==> src/rtl/instr_fetch_unit.sv <==
// instr_fetch_unit: instruction fetch stage.
// Drives registered read addresses into a fixed-latency instruction memory,
// tracks each outstanding read with an in-flight {valid, pc} tag pipeline, and
// buffers returned words with their PCs in a small FIFO presented to decode
// through a valid/ready handshake. A redirect flushes the FIFO and all in-flight
// tags and restarts fetch at the new target.
// Optional feature macro: FETCH_MISALIGN_TRAP_EN adds the misaligned_fault port.
// A misaligned redirect then stalls fetch with a sticky fault instead of
// silently aligning the target.
module instr_fetch_unit #(
    parameter int unsigned       XLEN        = 32,
    parameter logic [XLEN-1:0]   RESET_PC    = '0,
    parameter int unsigned       FIFO_DEPTH  = 4,
    parameter int unsigned       MEM_LATENCY = 2
) (
    input  logic             clk,
    input  logic             rst,
    output logic [XLEN-1:0]  mem_addr,
    input  logic [31:0]      mem_rdata,
    input  logic             redirect_valid,
    input  logic [XLEN-1:0]  redirect_pc,
    output logic             instr_valid,
    output logic [31:0]      instr_bits,
    output logic [XLEN-1:0]  instr_pc,
    input  logic             instr_ready
`ifdef FETCH_MISALIGN_TRAP_EN
   ,output logic             misaligned_fault
`endif
);

    localparam int unsigned PTR_W = $clog2(FIFO_DEPTH);
    localparam int unsigned CNT_W = $clog2(FIFO_DEPTH + 1);
    localparam int unsigned IF_W  = $clog2(MEM_LATENCY + 1);

    // Address / fetch PC registers
    logic [XLEN-1:0]        mem_addr_q, mem_addr_d;
    logic [XLEN-1:0]        fetch_pc_q, fetch_pc_d;

    // In-flight tag pipeline: stage 0 is the read issued at the last edge,
    // stage MEM_LATENCY-1 is the read whose data is on mem_rdata now.
    logic [MEM_LATENCY-1:0] tag_v_q, tag_v_d;
    logic [XLEN-1:0]        tag_pc_q [MEM_LATENCY];
    logic [XLEN-1:0]        tag_pc_d [MEM_LATENCY];

    // Fetched-word FIFO
    logic [31:0]            fifo_bits_q [FIFO_DEPTH];
    logic [XLEN-1:0]        fifo_pc_q   [FIFO_DEPTH];
    logic [PTR_W-1:0]       rd_ptr_q, rd_ptr_d;
    logic [PTR_W-1:0]       wr_ptr_q, wr_ptr_d;
    logic [CNT_W-1:0]       count_q, count_d;

    // Sticky misaligned-redirect fault (never set unless the trap is enabled)
    logic                   fault_q, fault_d;

    // Combinational helpers
    logic [IF_W-1:0]        inflight_cnt;
    logic                   credit_ok;
    logic                   push;
    logic                   push_en;
    logic                   pop;
    logic                   issue;
    logic                   redirect_bad;
    logic [XLEN-1:0]        redirect_aligned;
    logic                   new_tag_v;
    logic [XLEN-1:0]        new_tag_pc;

`ifdef FETCH_MISALIGN_TRAP_EN
    assign redirect_bad     = |redirect_pc[1:0];
    assign misaligned_fault = fault_q;
`else
    assign redirect_bad     = 1'b0;
`endif

    assign redirect_aligned = redirect_pc & ~XLEN'(3);

    // Outputs come straight from registered state; no memory-to-decode bypass
    assign mem_addr    = mem_addr_q;
    assign instr_valid = (count_q != '0);
    assign instr_bits  = fifo_bits_q[rd_ptr_q];
    assign instr_pc    = fifo_pc_q[rd_ptr_q];

    assign push    = tag_v_q[MEM_LATENCY-1];
    assign push_en = push && !redirect_valid;
    assign pop     = instr_valid && instr_ready;

    // Count outstanding reads for the issue credit check
    always_comb begin
        inflight_cnt = '0;
        for (int unsigned k = 0; k < MEM_LATENCY; k++) begin
            inflight_cnt = inflight_cnt + IF_W'(tag_v_q[k]);
        end
    end

    // Credit ignores a same-edge pop, so buffered + outstanding never exceeds the FIFO
    assign credit_ok = (32'(count_q) + 32'(inflight_cnt)) < 32'(FIFO_DEPTH);
    assign issue     = credit_ok && !fault_q;

    // Next-state: redirect overrides pop, push and normal issue
    always_comb begin
        mem_addr_d = mem_addr_q;
        fetch_pc_d = fetch_pc_q;
        rd_ptr_d   = rd_ptr_q;
        wr_ptr_d   = wr_ptr_q;
        count_d    = count_q;
        fault_d    = fault_q;
        new_tag_v  = 1'b0;
        new_tag_pc = '0;

        if (redirect_valid) begin
            rd_ptr_d = '0;
            wr_ptr_d = '0;
            count_d  = '0;
            if (redirect_bad) begin
                fault_d = 1'b1;
            end else begin
                fault_d    = 1'b0;
                mem_addr_d = redirect_aligned;
                fetch_pc_d = redirect_aligned + XLEN'(4);
                new_tag_v  = 1'b1;
                new_tag_pc = redirect_aligned;
            end
        end else begin
            if (pop) begin
                rd_ptr_d = rd_ptr_q + PTR_W'(1);
            end
            if (push) begin
                wr_ptr_d = wr_ptr_q + PTR_W'(1);
            end
            count_d = count_q + CNT_W'(push) - CNT_W'(pop);
            if (issue) begin
                mem_addr_d = fetch_pc_q;
                fetch_pc_d = fetch_pc_q + XLEN'(4);
                new_tag_v  = 1'b1;
                new_tag_pc = fetch_pc_q;
            end
        end
    end

    // Tag pipeline shift; a redirect invalidates every older tag so stale data is dropped
    always_comb begin
        tag_v_d[0]  = new_tag_v;
        tag_pc_d[0] = new_tag_pc;
        for (int unsigned k = 1; k < MEM_LATENCY; k++) begin
            tag_v_d[k]  = redirect_valid ? 1'b0 : tag_v_q[k-1];
            tag_pc_d[k] = tag_pc_q[k-1];
        end
    end

    // State registers; reset issues the RESET_PC read immediately
    always_ff @(posedge clk) begin
        if (rst) begin
            mem_addr_q <= RESET_PC;
            fetch_pc_q <= RESET_PC + XLEN'(4);
            tag_v_q    <= MEM_LATENCY'(1);
            for (int unsigned k = 0; k < MEM_LATENCY; k++) begin
                tag_pc_q[k] <= (k == 0) ? RESET_PC : '0;
            end
            rd_ptr_q   <= '0;
            wr_ptr_q   <= '0;
            count_q    <= '0;
            fault_q    <= 1'b0;
        end else begin
            mem_addr_q <= mem_addr_d;
            fetch_pc_q <= fetch_pc_d;
            tag_v_q    <= tag_v_d;
            for (int unsigned k = 0; k < MEM_LATENCY; k++) begin
                tag_pc_q[k] <= tag_pc_d[k];
            end
            rd_ptr_q   <= rd_ptr_d;
            wr_ptr_q   <= wr_ptr_d;
            count_q    <= count_d;
            fault_q    <= fault_d;
        end
    end

    // FIFO storage; cleared on reset so the head reads zero out of reset
    always_ff @(posedge clk) begin
        if (rst) begin
            for (int unsigned i = 0; i < FIFO_DEPTH; i++) begin
                fifo_bits_q[i] <= '0;
                fifo_pc_q[i]   <= '0;
            end
        end else if (push_en) begin
            fifo_bits_q[wr_ptr_q] <= mem_rdata;
            fifo_pc_q[wr_ptr_q]   <= tag_pc_q[MEM_LATENCY-1];
        end
    end

endmodule

==> config.mk <==
export PLATFORM = sky130hd
export DESIGN_NAME = instr_fetch_unit
export DESIGN_NICKNAME = d
export VERILOG_FILES = /design/src/rtl/instr_fetch_unit.sv
export SDC_FILE = /design/constraint.sdc
export NUM_CORES = 1
export LEC_CHECK = 0
export BUFFER_PORTS_ARGS = -buffer_cell sky130_fd_sc_hd__buf_2
export CORE_ASPECT_RATIO = 1.4
export CORE_MARGIN = 5
export CORE_UTILIZATION = 40
export CTS_BUF_LIST = sky130_fd_sc_hd__clkbuf_2 sky130_fd_sc_hd__clkbuf_4 sky130_fd_sc_hd__clkbuf_8
export DETAILED_ROUTE_END_ITERATION = 6
export PLACE_DENSITY = 0.57
export SYNTH_ARGS = -nofsm -noshare
export SYNTH_HDL_FRONTEND = slang
export SYNTH_SLANG_ARGS = --single-unit
==> constraint.sdc <==
create_clock -name clk -period 6.86 [get_ports clk]
set_input_delay 0 -clock clk [delete_from_list [all_inputs] [get_ports clk]]
set_output_delay 0 -clock clk [all_outputs]
set_load 0.02 [all_outputs]
# After elaboration in Yosys (flattened, before gate mapping)
# Memories as Yosys holds them, arrays and structs flattened. A register that Yosys moved wholly into a read port is not among the register bits.
# Index checks and enable logic that the tools add are counted.
dict set report totals {
  reg_bits 73
  ramBits 320
  in_bits 68
  wordCells 54
  memories 3
}
# memory depth width read_ports rd_ports_with_merged_regs wr line
set memory_table {}
lappend memory_table {fifo_bits_q 4 32 1 1 4 46} ;# logic [31:0] fifo_bits_q [FIFO_DEPTH];
lappend memory_table {fifo_pc_q 4 32 1 1 4 47} ;# logic [XLEN-1:0] fifo_pc_q [FIFO_DEPTH];
lappend memory_table {tag_pc_q 2 32 2 0 2 42} ;# logic [XLEN-1:0] tag_pc_q [MEM_LATENCY];
dict set report op_classes {
  add_sub_neg 8
  magnitude_cmp 1
  n_mux 25
  bitwise 2
  n_reduce_logical 8
}
# cell count
set ops {}
lappend ops {{two-way mux 32 bit} 10}
lappend ops {{adder 32 x 3 -> 32 bit, second input constant} 2}
lappend ops {{OR reduction 32 bit} 2}
lappend ops {{two-way mux 2 bit} 6}
lappend ops {{two-way mux 1 bit} 9}
lappend ops {{adder 2 x 1 -> 2 bit, second input constant} 2}
lappend ops {{adder 3 x 2 -> 4 bit} 1}
lappend ops {{less-than comparator 4 x 3 -> 1 bit, second input constant} 1}
lappend ops {{adder 3 x 1 -> 3 bit} 1}
lappend ops {{nonzero test 3 bit} 1}
lappend ops {{subtractor 3 x 1 -> 3 bit} 1}
lappend ops {{adder 1 x 1 -> 2 bit} 1}
lappend ops {{logical AND 1 bit} 2}
lappend ops {{OR 1 bit} 2}
lappend ops {{nonzero test 2 bit} 1}
lappend ops {{OR reduction 2 bit} 1}
lappend ops {{logical NOT 1 bit} 1}

# Longest topological paths before layout
dict set report depth {
  word_depth 7
  depth_mapped 14
}

# Worst setup path before layout
# Ideal clock, no wire load.
dict set report synth_timing {
  path_type {flip-flop to flip-flop}
  start {register wr_ptr_q[0]}
  end {memory fifo_bits_q[0][0] (enable)}
  setup_time_ns 0.568
  arrival_ns 5.181
  required_ns 6.292
  slack_ns 1.112
  path_stages_with_launch 4
  n_path_buf 1
  period_less_slack_ns 5.748
  path_cell_list {dfxtp_1 > or2_2 > buf_1 > o21ai_0}
}
# item line
set synth_lines {}
lappend synth_lines {{start: declaration} 49} ;# logic [PTR_W-1:0] wr_ptr_q, wr_ptr_d;
lappend synth_lines {{start signal: assignment} 170} ;# wr_ptr_q <= wr_ptr_d;
lappend synth_lines {{end: declaration} 46}

# Worst setup path in the final report
dict set report layout_timing {
  start {register tag_v_q[0]}
  end {register mem_addr_q[31] (netlist: mem_addr[31])}
}
dict set report layout_via {
  elab_chain_cells 4
}
# item line
set layout_rtl {}
lappend layout_rtl {{start: declaration} 41} ;# logic [MEM_LATENCY-1:0] tag_v_q, tag_v_d;
lappend layout_rtl {{start signal: assignment} 165} ;# tag_v_q <= tag_v_d;
lappend layout_rtl {{adder 1 x 1 -> 2 bit} 90} ;# inflight_cnt = inflight_cnt + IF_W'(tag_v_q[k]);
lappend layout_rtl {{adder 3 x 2 -> 4 bit} 95} ;# assign credit_ok = (32'(count_q) + 32'(inflight_cnt)) < 32'(FIFO_DEPTH);
lappend layout_rtl {{less-than comparator 4 x 3 -> 1 bit} 95}
lappend layout_rtl {{nonzero test 2 bit (no line)} n/a}
lappend layout_rtl {{end signal: assignment} 163} ;# mem_addr_q <= mem_addr_d;
lappend layout_rtl {{end: declaration} 36} ;# logic [XLEN-1:0] mem_addr_q, mem_addr_d;
# Every way passes these cells.
# A chain may end at the register's enable or synchronous reset.

==> summary.md <==
| Metric | Value |
|---|---|
| Status | finished clean |
| Ranking of synthesized cells by area | edfxtp_1 47%, dfxtp_1 16%, mux4_2 8.8% |
| Grt ovf | 0 |
| Power share of the combinational group | 9.2% |
| WP buf/inv | 1 |
| DR vias | 10514 |
| Most common cell in the netlist | edfxtp_1 |
| Hold-fix buffers, CTS | 67 |
| Clock group share of total power | 37.9% |
| Hold crit path type | in2reg |
| Drt drc | 0 |
| Pin count of the biggest net entering global routing | 89 |
| Pre-antenna DRT Iters | 6 |
| Fin crit period | 3.12 ns |
| Fin crit share | 45.4% |
| P_sw | 1.17 mW |
| Met3 Use GR | 2.89% |
| Slew HR | 32.1% |
| Detail-routed via count per cell | 5.02 |
| GRT met1 Usage | 20.9% |
| Total GRT Usage | 17.3% |
| Avg Inst Size Synth | 12.2 sq um |
| First-pass GRT wire length | 59700 um |
| Setup_tns | 0 ns |
| CTS max path bufs | 3 |
| Top cell type's share of synthesized area | 46.7% |
| Initial DRC Count | 587 |
| Max-slew violation count | 0 |
| Site row count | 86 |
| H-tree Lvls | 2 |
| FF+latch count, synth | 379 |
| GRT busiest layer | met2 |
| Nets | 1593 |
| Pwr/cell area | 257 nW/um^2 |
| Seq pwr share | 52.8% |
| Slowest cell delay on critical path | 0.66 ns |
| Met2 usage | 31.8% |
| Most frequent CP cell | a21o_1 |
| CTS sink cnt | 379 |
| Worst Max-Slew Pin Slew | 1.02 ns |
| Seq/Total Area, Yosys | 63.2% |
| CP max FO | 32 |
| Initial antenna violation count | 1 |
| Area Growth Syn to Fin | 19.5% |
| Die ar. | 44000 sq um |
| CP top delay family | simple AND/OR/NAND/NOR gates |
| Crit path DAT | 3.66 ns |
| Share of layout cells above drive strength 1 | 22.7% |
| Synth top cells by count | 248 x edfxtp_1, 237 x nor2_1, 131 x dfxtp_1, 128 x nand2_1, 72 x inv_1 |
| Post-synth top flop | edfxtp_1 |
| Required @ worst endpoint | 7.40 ns |
| DR WL/cell | 18.2 um |
| Fill cell instance count of the final layout | 3618 |
| Startpoint types | flop |
| Post-CTS sizing | 0 |
| Unrepaired setup endpoints after global routing | false |
| Vias in the first global route | 10849 |
| PortBufs | 158 |
| Skew-Pair Late Insertion Delay | 0.60 ns |
| F_max | 321 MHz |
| Clock skew | 0.0159 ns |
| Worst-path clk slew | 0.06 ns |
| Slowest-stage cell, CP | nand2_1 |
| Hold Fails Final Rpt | 0 |
| Total wire length | 38100 um |
| Final Setup Violations | 0 |
| CTS root buffer | clkbuf_8 |
| Max Cap Viol | 0 |
| WHS | 0.0599 ns |
| CP endpoint kind | flop |
| Routed Antenna Nets | 0 |
| Post-Syn Instances | 1305 |
| Switching Fraction | 23.9% |
| Internal power | 3.73 mW |
| GPL Wtd Cong | 0.816 |
| Synth Warn # | 0 |
| Unique masters post-synth | 67 |
| Async set-reset flop share out of synthesis | 0% |
| Num ports | 165 |
| Critical path type | reg2reg |
| HPWL Detailed | 21900 um |
| Netlist Area Pre-Place | 15900 sq um |
| Die W | 179 um |
| Number of setup buffers added after CTS | 0 |
| Synth area leader | edfxtp_1 |
| Cells along the critical path | ha_1 -> a21o_1 -> and4b_1 -> nor2_2 -> buf_4 -> nand2_1 -> nor2_1 -> a21o_1 |
| CTS tree | done |
| Pwr Total | 4.90 mW |
| Number of synthesized flops with an enable pin | 248 |
| Core Box Area | 39400 sq um |
| Die span in y | 246 um |
| Lkg Pwr | 7.60 nW |
| VDD IR-drop max | 0.000124 V |
| Number of buffers created by CTS | 57 |
| Initial Utilization | 40.5% |
[registers in the layout (all words and copies together) (netlist names), named ones only]
name	count
wr_ptr_q	2
fifo_pc_q	120
fetch_pc_q	30
rd_ptr_q	2
tag_v_q	2
tag_pc_q	60
fifo_bits_q	128
mem_addr	30
count_q	3
[cells in the final DEF (no fill, tap or decap), types with 36 or more instances in the layout]
cell / count
edfxtp_1: 248
nor2_1: 235
buf_2: 157
dfxtp_1: 129
nand2_1: 128
inv_1: 72
dlygate4sd3_1: 67
clkbuf_8: 65
mux4_2: 62
a21oi_1: 36
[per-stage QoR]
stage,instance area [sq um],utilization [%],setup WS (ns),cells
after floorplan,15900,-,1.11,1308
after global placement,17200,43.7,3.56,1921
after detailed placement,17200,43.7,3.54,1921
after CTS,19000,48.3,3.69,2094
after global routing,19000,48.3,3.45,2095
final,19000,48.3,3.74,2095
[power by group through the flow]
| stage | clock network [mW] | logic (mW) | registers [mW] |
|---|---|---|---|
| after floorplan | 0 | 0.273 | 2.64 |
| after global placement | 0 | 0.430 | 2.63 |
| after detailed placement | 0 | 0.432 | 2.64 |
| after CTS | 1.92 | 0.462 | 2.59 |
| after global routing | 2.02 | 0.494 | 2.60 |
| final | 1.86 | 0.452 | 2.59 |
[cell families after synthesis]
family          count (synthesis)  synth area share, %
xor+xnor                       35                 1.92
mux                            88                 10.4
flops                         379                 63.2
other cells                     1               0.0235
simple gates                  505                 14.2
fa+ha+maj                       6                0.518
compound gates                131                 5.58
buf+inv                       160                 4.10
[worst paths after layout]
check	start	endpoint	slack [ns]	cells past startpoint
setup / recovery	tag_v_q[0]	mem_addr[31]	3.74	8
hold / removal	redirect_valid	mem_addr[28]	0.06	3
setup reg to reg	tag_v_q[0]	mem_addr[31]	3.74	8
hold reg to reg	tag_pc_q[0][29]	tag_pc_q[0][61]	0.44	1
[routing by layer]
metal / wire length [um] / vias to the layer above
met5: 0 / -
met1: 15700 / 5185
met2: 20100 / 243
met3: 1680 / 52
met4: 702 / 0
li1: - / 5034
[worst register-to-register path, cell delays in order (launching register included)]
cell	delay, ns
dfxtp_1	0.31
ha_1	0.29
a21o_1	0.20
and4b_1	0.31
nor2_2	0.12
buf_4	0.41
nand2_1	0.67
nor2_1	0.58
a21o_1	0.18
[area by class of cell]
cell class	count	area, sq um	share of cell area (%)
flip-flops and latches	379	10100	52.9
multi-input cells	769	5290	27.8
repair buffers	239	1570	8.24
clock buffers	86	1050	5.53
well taps	528	661	3.47
inverters	73	274	1.44
clock inverters	20	115	0.605
diodes	1	2.50	0.0131
Note: power is estimated with default switching activity, not from simulation.
